File: src/rtl/approx_err_monitor_if.sv
// rtl/approx_err_monitor_if.sv - sample/report handshake bundle for approx_err_monitor
// master = evaluation harness side, slave = monitor side.
interface approx_err_monitor_if #(
  parameter int WIDTH    = 16,
  parameter int WIN_LOG2 = 8
);
  logic                      in_valid;
  logic                      in_ready;
  logic [WIDTH-1:0]          a;
  logic [WIDTH-1:0]          b;
  logic [WIDTH:0]            approx_sum;
  logic                      flush;
  logic                      out_valid;
  logic                      out_ready;
  logic [WIN_LOG2:0]         n_samples;
  logic [WIN_LOG2:0]         err_cnt;
  logic [WIDTH+WIN_LOG2:0]   ed_sum;
  logic [WIDTH:0]            max_ed;
  logic [WIDTH:0]            mean_ed;

  modport master (
    output in_valid, a, b, approx_sum, flush, out_ready,
    input  in_ready, out_valid, n_samples, err_cnt, ed_sum, max_ed, mean_ed
  );

  modport slave (
    input  in_valid, a, b, approx_sum, flush, out_ready,
    output in_ready, out_valid, n_samples, err_cnt, ed_sum, max_ed, mean_ed
  );
endinterface

File: src/rtl/approx_err_monitor.sv
// rtl/approx_err_monitor.sv - windowed error-distance statistics for approximate adders
// S1 computes |exact - approx| per sample, S2 accumulates; the FSM closes and reports windows.
module approx_err_monitor #(
  parameter int WIDTH    = 16,
  parameter int WIN_LOG2 = 8
) (
  input  logic                 clk,
  input  logic                 rst_n,
  approx_err_monitor_if.slave  bus
);

  localparam int CW = WIN_LOG2 + 1;
  localparam int EW = WIDTH + 1;
  localparam int SW = WIDTH + 1 + WIN_LOG2;
  localparam logic [CW-1:0] WIN      = CW'(1) << WIN_LOG2;
  localparam logic [CW-1:0] WIN_LAST = WIN - CW'(1);

  typedef enum logic [1:0] {ACCUM, DRAIN, REPORT} state_e;

  state_e         state_q, state_d;
  logic [CW-1:0]  acc_cnt_q;
  logic           s1_valid_q;
  logic [EW-1:0]  s1_ed_q;
  logic           s1_err_q;
  logic [CW-1:0]  proc_cnt_q;
  logic [CW-1:0]  err_acc_q;
  logic [SW-1:0]  ed_acc_q;
  logic [EW-1:0]  max_acc_q;
  logic           out_valid_q;
  logic [CW-1:0]  n_samples_q;
  logic [CW-1:0]  err_cnt_q;
  logic [SW-1:0]  ed_sum_q;
  logic [EW-1:0]  max_ed_q;
  logic [EW-1:0]  mean_ed_q;

  logic           in_ready_w;
  logic           accept_w;
  logic           latch_w;
  logic           release_w;
  logic [EW-1:0]  exact_w;
  logic [EW-1:0]  ed_w;

  always_ff @(posedge clk) begin
    if (!rst_n) state_q <= ACCUM;
    else        state_q <= state_d;
  end

  always_comb begin
    state_d = state_q;
    case (state_q)
      ACCUM:   if (bus.flush || (accept_w && acc_cnt_q == WIN_LAST)) state_d = DRAIN;
      DRAIN:   if (latch_w) state_d = REPORT;
      REPORT:  if (release_w) state_d = ACCUM;
      default: state_d = ACCUM;
    endcase
  end

  // flush wins over a concurrent sample; DRAIN waits for the S1 sample to land in S2
  always_comb begin
    in_ready_w = 1'b0;
    latch_w    = 1'b0;
    release_w  = 1'b0;
    case (state_q)
      ACCUM:   in_ready_w = (acc_cnt_q < WIN) && !bus.flush;
      DRAIN:   latch_w    = !s1_valid_q;
      REPORT:  release_w  = out_valid_q && bus.out_ready;
      default: ;
    endcase
    accept_w = bus.in_valid && in_ready_w;
  end

  assign exact_w = {1'b0, bus.a} + {1'b0, bus.b};
  assign ed_w    = (exact_w >= bus.approx_sum) ? (exact_w - bus.approx_sum)
                                               : (bus.approx_sum - exact_w);

  always_ff @(posedge clk) begin
    if (!rst_n) begin
      acc_cnt_q   <= '0;
      s1_valid_q  <= 1'b0;
      s1_ed_q     <= '0;
      s1_err_q    <= 1'b0;
      proc_cnt_q  <= '0;
      err_acc_q   <= '0;
      ed_acc_q    <= '0;
      max_acc_q   <= '0;
      out_valid_q <= 1'b0;
      n_samples_q <= '0;
      err_cnt_q   <= '0;
      ed_sum_q    <= '0;
      max_ed_q    <= '0;
      mean_ed_q   <= '0;
    end else begin
      s1_valid_q <= accept_w;
      if (accept_w) begin
        s1_ed_q   <= ed_w;
        s1_err_q  <= (ed_w != '0);
        acc_cnt_q <= acc_cnt_q + CW'(1);
      end
      if (latch_w) begin
        n_samples_q <= proc_cnt_q;
        err_cnt_q   <= err_acc_q;
        ed_sum_q    <= ed_acc_q;
        max_ed_q    <= max_acc_q;
        mean_ed_q   <= ed_acc_q[SW-1 -: EW];
        out_valid_q <= 1'b1;
        proc_cnt_q  <= '0;
        err_acc_q   <= '0;
        ed_acc_q    <= '0;
        max_acc_q   <= '0;
        acc_cnt_q   <= '0;
      end else if (s1_valid_q) begin
        proc_cnt_q <= proc_cnt_q + CW'(1);
        err_acc_q  <= err_acc_q + CW'(s1_err_q);
        ed_acc_q   <= ed_acc_q + SW'(s1_ed_q);
        if (s1_ed_q > max_acc_q) max_acc_q <= s1_ed_q;
      end
      if (release_w) out_valid_q <= 1'b0;
    end
  end

  assign bus.in_ready  = in_ready_w;
  assign bus.out_valid = out_valid_q;
  assign bus.n_samples = n_samples_q;
  assign bus.err_cnt   = err_cnt_q;
  assign bus.ed_sum    = ed_sum_q;
  assign bus.max_ed    = max_ed_q;
  assign bus.mean_ed   = mean_ed_q;

endmodule

File: src/flat_wrapper.sv
// flat-port wrapper written by rule: the top's interface ports become plain ports
module approx_err_monitor_flat 
#(
  parameter int WIDTH    = 16,
  parameter int WIN_LOG2 = 8
)
  (clk, rst_n, bus_in_valid, bus_a, bus_b, bus_approx_sum, bus_flush, bus_out_ready, bus_in_ready, bus_out_valid, bus_n_samples, bus_err_cnt, bus_ed_sum, bus_max_ed, bus_mean_ed);
  approx_err_monitor_if #(.WIDTH(WIDTH), .WIN_LOG2(WIN_LOG2)) bus_i ();
  input  logic clk;
  input  logic rst_n;
  input wire logic [$bits(bus_i.in_valid)-1:0] bus_in_valid;
  input wire logic [$bits(bus_i.a)-1:0] bus_a;
  input wire logic [$bits(bus_i.b)-1:0] bus_b;
  input wire logic [$bits(bus_i.approx_sum)-1:0] bus_approx_sum;
  input wire logic [$bits(bus_i.flush)-1:0] bus_flush;
  input wire logic [$bits(bus_i.out_ready)-1:0] bus_out_ready;
  output wire logic [$bits(bus_i.in_ready)-1:0] bus_in_ready;
  output wire logic [$bits(bus_i.out_valid)-1:0] bus_out_valid;
  output wire logic [$bits(bus_i.n_samples)-1:0] bus_n_samples;
  output wire logic [$bits(bus_i.err_cnt)-1:0] bus_err_cnt;
  output wire logic [$bits(bus_i.ed_sum)-1:0] bus_ed_sum;
  output wire logic [$bits(bus_i.max_ed)-1:0] bus_max_ed;
  output wire logic [$bits(bus_i.mean_ed)-1:0] bus_mean_ed;
  assign bus_i.in_valid = bus_in_valid;
  assign bus_i.a = bus_a;
  assign bus_i.b = bus_b;
  assign bus_i.approx_sum = bus_approx_sum;
  assign bus_i.flush = bus_flush;
  assign bus_i.out_ready = bus_out_ready;
  assign bus_in_ready = bus_i.in_ready;
  assign bus_out_valid = bus_i.out_valid;
  assign bus_n_samples = bus_i.n_samples;
  assign bus_err_cnt = bus_i.err_cnt;
  assign bus_ed_sum = bus_i.ed_sum;
  assign bus_max_ed = bus_i.max_ed;
  assign bus_mean_ed = bus_i.mean_ed;
  approx_err_monitor #(.WIDTH(WIDTH), .WIN_LOG2(WIN_LOG2)) u_core (.clk(clk), .rst_n(rst_n), .bus(bus_i));
endmodule
File: config.mk
export PLATFORM = sky130hd
export DESIGN_NAME = approx_err_monitor_flat
export DESIGN_NICKNAME = d
export VERILOG_FILES = /design/src/rtl/approx_err_monitor_if.sv /design/src/rtl/approx_err_monitor.sv /design/src/flat_wrapper.sv
export SDC_FILE = /design/constraint.sdc
export NUM_CORES = 1
export LEC_CHECK = 0
export ABC_AREA = 1
export ABC_CLOCK_PERIOD_IN_PS = 3750
export CORE_UTILIZATION = 52
export CTS_BUF_LIST = sky130_fd_sc_hd__clkbuf_8
export DETAILED_ROUTE_END_ITERATION = 10
export MAX_ROUTING_LAYER = met4
export PLACE_DENSITY = 0.79
export SETUP_SLACK_MARGIN = 0.5
export SYNTH_ARGS = -nofsm -noshare
export SYNTH_HDL_FRONTEND = slang
export SYNTH_SLANG_ARGS = --single-unit
File: constraint.sdc
create_clock -name clk -period 3.75 [get_ports clk]
set_clock_uncertainty 0.05 [all_clocks]
set_input_delay 0.5625 -clock clk [delete_from_list [all_inputs] [get_ports clk]]
set_output_delay 0.5625 -clock clk [all_outputs]
set_load 0.01 [all_outputs]
# Word level (Yosys, flattened, before mapping)
# Index checks and enable logic that the tools add are counted.
[op_classes]
n_bitwise = 1
muxes = 8
n_eq_ne = 6
addsub = 7
reduce_logical = 13
order_cmp = 3
[op_table]
columns = ["cell", "n"]
rows = [
  ["$sub 17x17->17", 2],
  ["$add 25x17->25", 1],
  ["$add 9x1->9 const B", 2],
  ["$add 16x16->17", 1],
  ["$ge 17x17->1", 1],
  ["$gt 17x17->1", 1],
  ["$mux 17", 1],
  ["$reduce_bool 17->1", 1],
  ["$add 9x1->9", 1],
  ["$eq 9x8->1 const B", 1],
  ["$lt 9x9->1 const B", 1],
  ["$mux 2", 3],
  ["$ne 2x1->1 const B", 3],
  ["$pmux 2 s3", 1],
  ["$logic_and 1x1->1", 4],
  ["$reduce_or 2->1", 2],
  ["$mux 1", 3],
  ["$reduce_and 3->1", 1],
  ["$eq 2x1->1 const B", 1],
  ["$eq 2x2->1 const B", 1],
  ["$logic_not 1->1", 2],
  ["$logic_not 2->1", 1],
  ["$reduce_and 2->1", 1],
  ["$logic_or 1x1->1", 1],
  ["$not 1->1", 1],
]
[totals]
register_bits = 168
in_bits = 54
output_inout_bits = 79

# Logic depth before layout (Yosys ltp)
[logic_depth]
ltp_word = 8
ltp_mapped = 31

# Least setup slack after synthesis
# No wires, ideal clock.
[synth_path]
path_type = "input port to flip-flop"
from = "input bus_b[0]"
to = "register u_core.s1_err_q"
path_stages = 31
setup_slack_ps = -160
arrival_time_ps = 3743
n_path_buf = 1
path_cell_list = "ha_1 fa_1 nand3_1 nand2_1 nand2_1 o211ai_1 nand3_1 nand2_1 nand3_1 nand2_1 nand3_1 nand2_1 xor2_1 ha_1 nand2_1 nand2_1 inv_1 nor2_1 nor2_1 nand2_2 nor2_4 nand2_8 buf_12 nand2_2 nand2_1 nor2_1 nand2_1 nor2_1 nand2_1 nor2_1 nor2_1"
[synth_between]
elab_chain_cells = 4
elab_cells_between_ends = 6
[synth_rtl]
columns = ["item", "line", "text"]
rows = [
  ["from (decl)", "flat_wrapper.sv:13", "input wire logic [$bits(bus_i.b)-1:0] bus_b;"],
  ["$add 16x16->17 *", "approx_err_monitor.sv:72", "assign exact_w = {1'b0, bus.a} + {1'b0, bus.b};"],
  ["$sub 17x17->17 (tied with other cells)", "approx_err_monitor.sv:74", ": (bus.approx_sum - exact_w);"],
  ["$mux 17 *", "approx_err_monitor.sv:73", "assign ed_w = (exact_w >= bus.approx_sum) ? (exact_w - bus.approx_sum)"],
  ["$reduce_bool 17->1 *", "approx_err_monitor.sv:96", "s1_err_q <= (ed_w != '0);"],
  ["to (signal assigned)", "approx_err_monitor.sv:96", ""],
  ["to (decl)", "approx_err_monitor.sv:24", "logic s1_err_q;"],
]
# Every way passes the cells marked *; elsewhere a longest branch is shown, timed or not.
# A chain may end at the register's enable or synchronous reset.

# Worst setup path after layout
[layout_path]
from = "input bus_a[7]"
to = "register u_core.s1_err_q"
[layout_between]
elab_chain_cells = 4
elab_cells_between_ends = 6
[layout_rtl]
columns = ["item", "line", "text"]
rows = [
  ["from (decl)", "flat_wrapper.sv:12", "input wire logic [$bits(bus_i.a)-1:0] bus_a;"],
  ["$add 16x16->17 *", "approx_err_monitor.sv:72", ""],
  ["$sub 17x17->17 (tied with other cells)", "approx_err_monitor.sv:74", ""],
  ["$mux 17 *", "approx_err_monitor.sv:73", ""],
  ["$reduce_bool 17->1 *", "approx_err_monitor.sv:96", ""],
]
# Marks and branches as above.

==> metrics <==
status=complete, no violations; IO Port Bufs=about 130; dpl cells=1,891; Yosys top cell area share=just over 30%; total number of yosys warnings=0; Syn Inst Count=1,472; Max Slew Vio Count=0; ys async rst share=0%; clock latency on the worst-skew pair=about 0.47 ns; leakage=6.20 nW; Post-synth EDFFs=0; most frequent CP cell=nand2_2; Starting Density=53.0%; row cnt=50; Crit. End Element=flip-flop; PD cells=about 430 nW/µm²; Post-DP HPWL=just over 20,000 µm; worst slew pin tran=between 0.6 and 0.7 ns; clk slew on worst S/H paths=around 0.1 ns; Worst EP required=4.06 ns; IO Pins=around 130; Worst Hold Class=reg -> reg; R2R setup slack=about 1 ns; Hold Vio Cnt, Final=0; Period minus WS final=3.70 ns; number of H-tree levels=4; #FFs+latches synth=~150; syn_nets=between 1,500 and 2,000; CP max-delay cell=ha_4; via/cell ratio=roughly 5.2; netlist area before placement=a little under 10,000 µm²; cell taking the most area after synthesis=dfxtp_1; antenna-violating nets left=0; Final period util=98.7%; GRT Overall Usage=between 20 and 30%; commonest non-fill, non-tap cell in the layout=nand2_1; vias in the first global route=9,538; DR vias=a little over 10,000; Max Cap Viol=0; CP peak stage delay=roughly 0.27 ns; worst ir drop on vdd=0.215 mV; Synth cell types=50; initial antenna violation count=0; crit path buf inv count=3; # setup viols final=0; Core ar.=roughly 19,000 µm²; crit-path leading delay family=simple AND/OR/NAND/NOR gates; die footprint=between 15,000 and 20,000 µm²; chip width=140 µm; Critical Path Source Type=primary input; Max Fclk=about 270 MHz; r2r endpoint=u_core.ed_acc_q[10]; Slew HR=about 58%; global route overflow=0; CTS tree=yes; hold_buf cts=0; most frequent cells in the layout=322 x nand2_1, 200 x inv_1, 156 x a21oi_1; first-pass detailed-route iteration total=7; hold path startpoint=u_core.bus.ed_sum[3]; Finished Core Util=70.8%; WL/cell=13.9 µm; Syn Area/Cell=around 6.7 µm²; Design Power=between 5 and 6 mW; r2r worst-path depth=14; Nets=between 1,500 and 2,000; fin cells=just under 2,000; clock sink count=about 150; P&R area growth vs syn=33.6%; WHS Path Cells=2; DRT iter0 DRCs=between 500 and 600; first-pass GRT wire length=roughly 44,000 µm; Die Ht=between 100 and 150 µm; final WL=27,100 µm; Hold Path End=u_core.bus.ed_sum[3]; Arrival @ worst endpoint=~4.0 ns; sequential area share after synthesis=between 30% and 40%; ranking of synthesized cells by area=dfxtp_1 30%, nand2_1 14%, ha_1 11%; clk buf depth=2; RSZ-0062 raised after global routing=true; detailed-route DRC error count=0; Synth Flop Type=dfxtp_1; CTS root buffer=clkbuf_8; crit-path max FO=5; fraction of layout cells with a size suffix above 1=17.8%; worst r2r src=u_core.s1_ed_q[0]; Antenna diodes=0; Num CTS Buffers=17; largest net degree at the start of global routing=46; RePlAce Congestion=between 0.9 and 1; worst setup path class=in -> reg
[per-stage QoR]
stage          area [µm²]  worst slack, ns  hold WS (ns)  setup TNS, ns
5_1_grt             13200           -0.151         0.437         -0.541
3_5_place_dp        12100           -0.700         0.405          -9.19
2_1_floorplan        9940          -0.0178         0.387        -0.0178
4_1_cts             12900           0.0846         0.422              0
3_3_place_gp        12100           -0.623         0.401          -8.06
6_report            13200           0.0485         0.419              0
[how the worst max path moves through the flow]
stage / from / end / cells past startpoint
floorplan: bus_b[0] / u_core.s1_err_q / 31
global placement: bus_b[0] / u_core.s1_err_q / 28
detailed placement: bus_b[0] / u_core.s1_err_q / 27
CTS: bus_a[0] / u_core.s1_err_q / 30
global route: bus_a[7] / u_core.s1_err_q / 31
finish: bus_a[7] / u_core.s1_err_q / 29
[power by group]
part	internal (mW)	total (mW)	switching, mW
clock	0.520	1.24	0.717
combinational	1.24	2.72	1.48
sequential	1.70	1.77	0.0695
[flip-flops by register name, summed over array words and instances, names as in the netlist]
name,count
u_core.bus.max_ed,17
u_core.proc_cnt_q,9
u_core.max_acc_q,17
u_core.s1_valid_q,1
u_core.bus.n_samples,9
u_core.bus.err_cnt,9
u_core.s1_ed_q,17
u_core.acc_cnt_q,9
u_core.ed_acc_q,25
u_core.s1_err_q,1
u_core.bus.out_valid,1
u_core.err_acc_q,9
u_core.bus.ed_sum,25
u_core.state_q,2
[timing repair]
action,CTS,global route
gates resized for setup,88,90
setup endpoints to repair,17,17
setup buffers,16,7
gates cloned,1,0
pin swaps,47,54
[final cells by class]
class | count | area, µm²
clock buffers | 18 | 248
fillers | 1525 | 5470
well taps | 234 | 293
inverters | 207 | 785
repair buffers | 272 | 2450
clock inverters | 14 | 150
multi-input cells | 1051 | 6300
flip-flops and latches | 151 | 3020
[synthesized netlist by cell type (all sizes together) (17+ instances only)]
library cell  instances
nand2               374
xor2                 30
buf                  31
nor3                 19
nand3                65
nand4                17
clkbuf               32
nor2                128
dfxtp               151
o21ai                98
inv                 207
ha                   88
a21oi               163
[worst reg2reg max path: stages, from the launching register on]
cell	delay, ns
dfxtp_1	0.39
ha_1	0.28
inv_1	0.08
fa_1	0.40
inv_1	0.08
nand3_1	0.06
nand2_1	0.11
nand3_1	0.07
and2_1	0.18
o21bai_1	0.35
inv_1	0.06
o21ai_0	0.23
xor2_1	0.11
o21ai_0	0.16
inv_1	0.06
[per-layer routing]
layer  share of wire [%]  global-route usage (%)
met2                  52                    51.6
met3                 3.9                    4.62
met5                   0                       -
met4                 3.2                    11.5
met1                  41                    30.3
[kinds of logic (layout without fill, tap and decap cells)]
kind of cell	count (synthesis)	after routing	synth area share [%]
buffers and inverters	270	511	11.2
flip-flops	151	151	30.5
XOR/XNOR	41	41	3.62
AND/OR/NAND/NOR	615	615	26.2
AO/OA/AOI/OAI	303	303	16.6
adder cells (fa/ha/maj)	92	92	11.9
No activity file was read; power rests on OpenSTA's default activity.
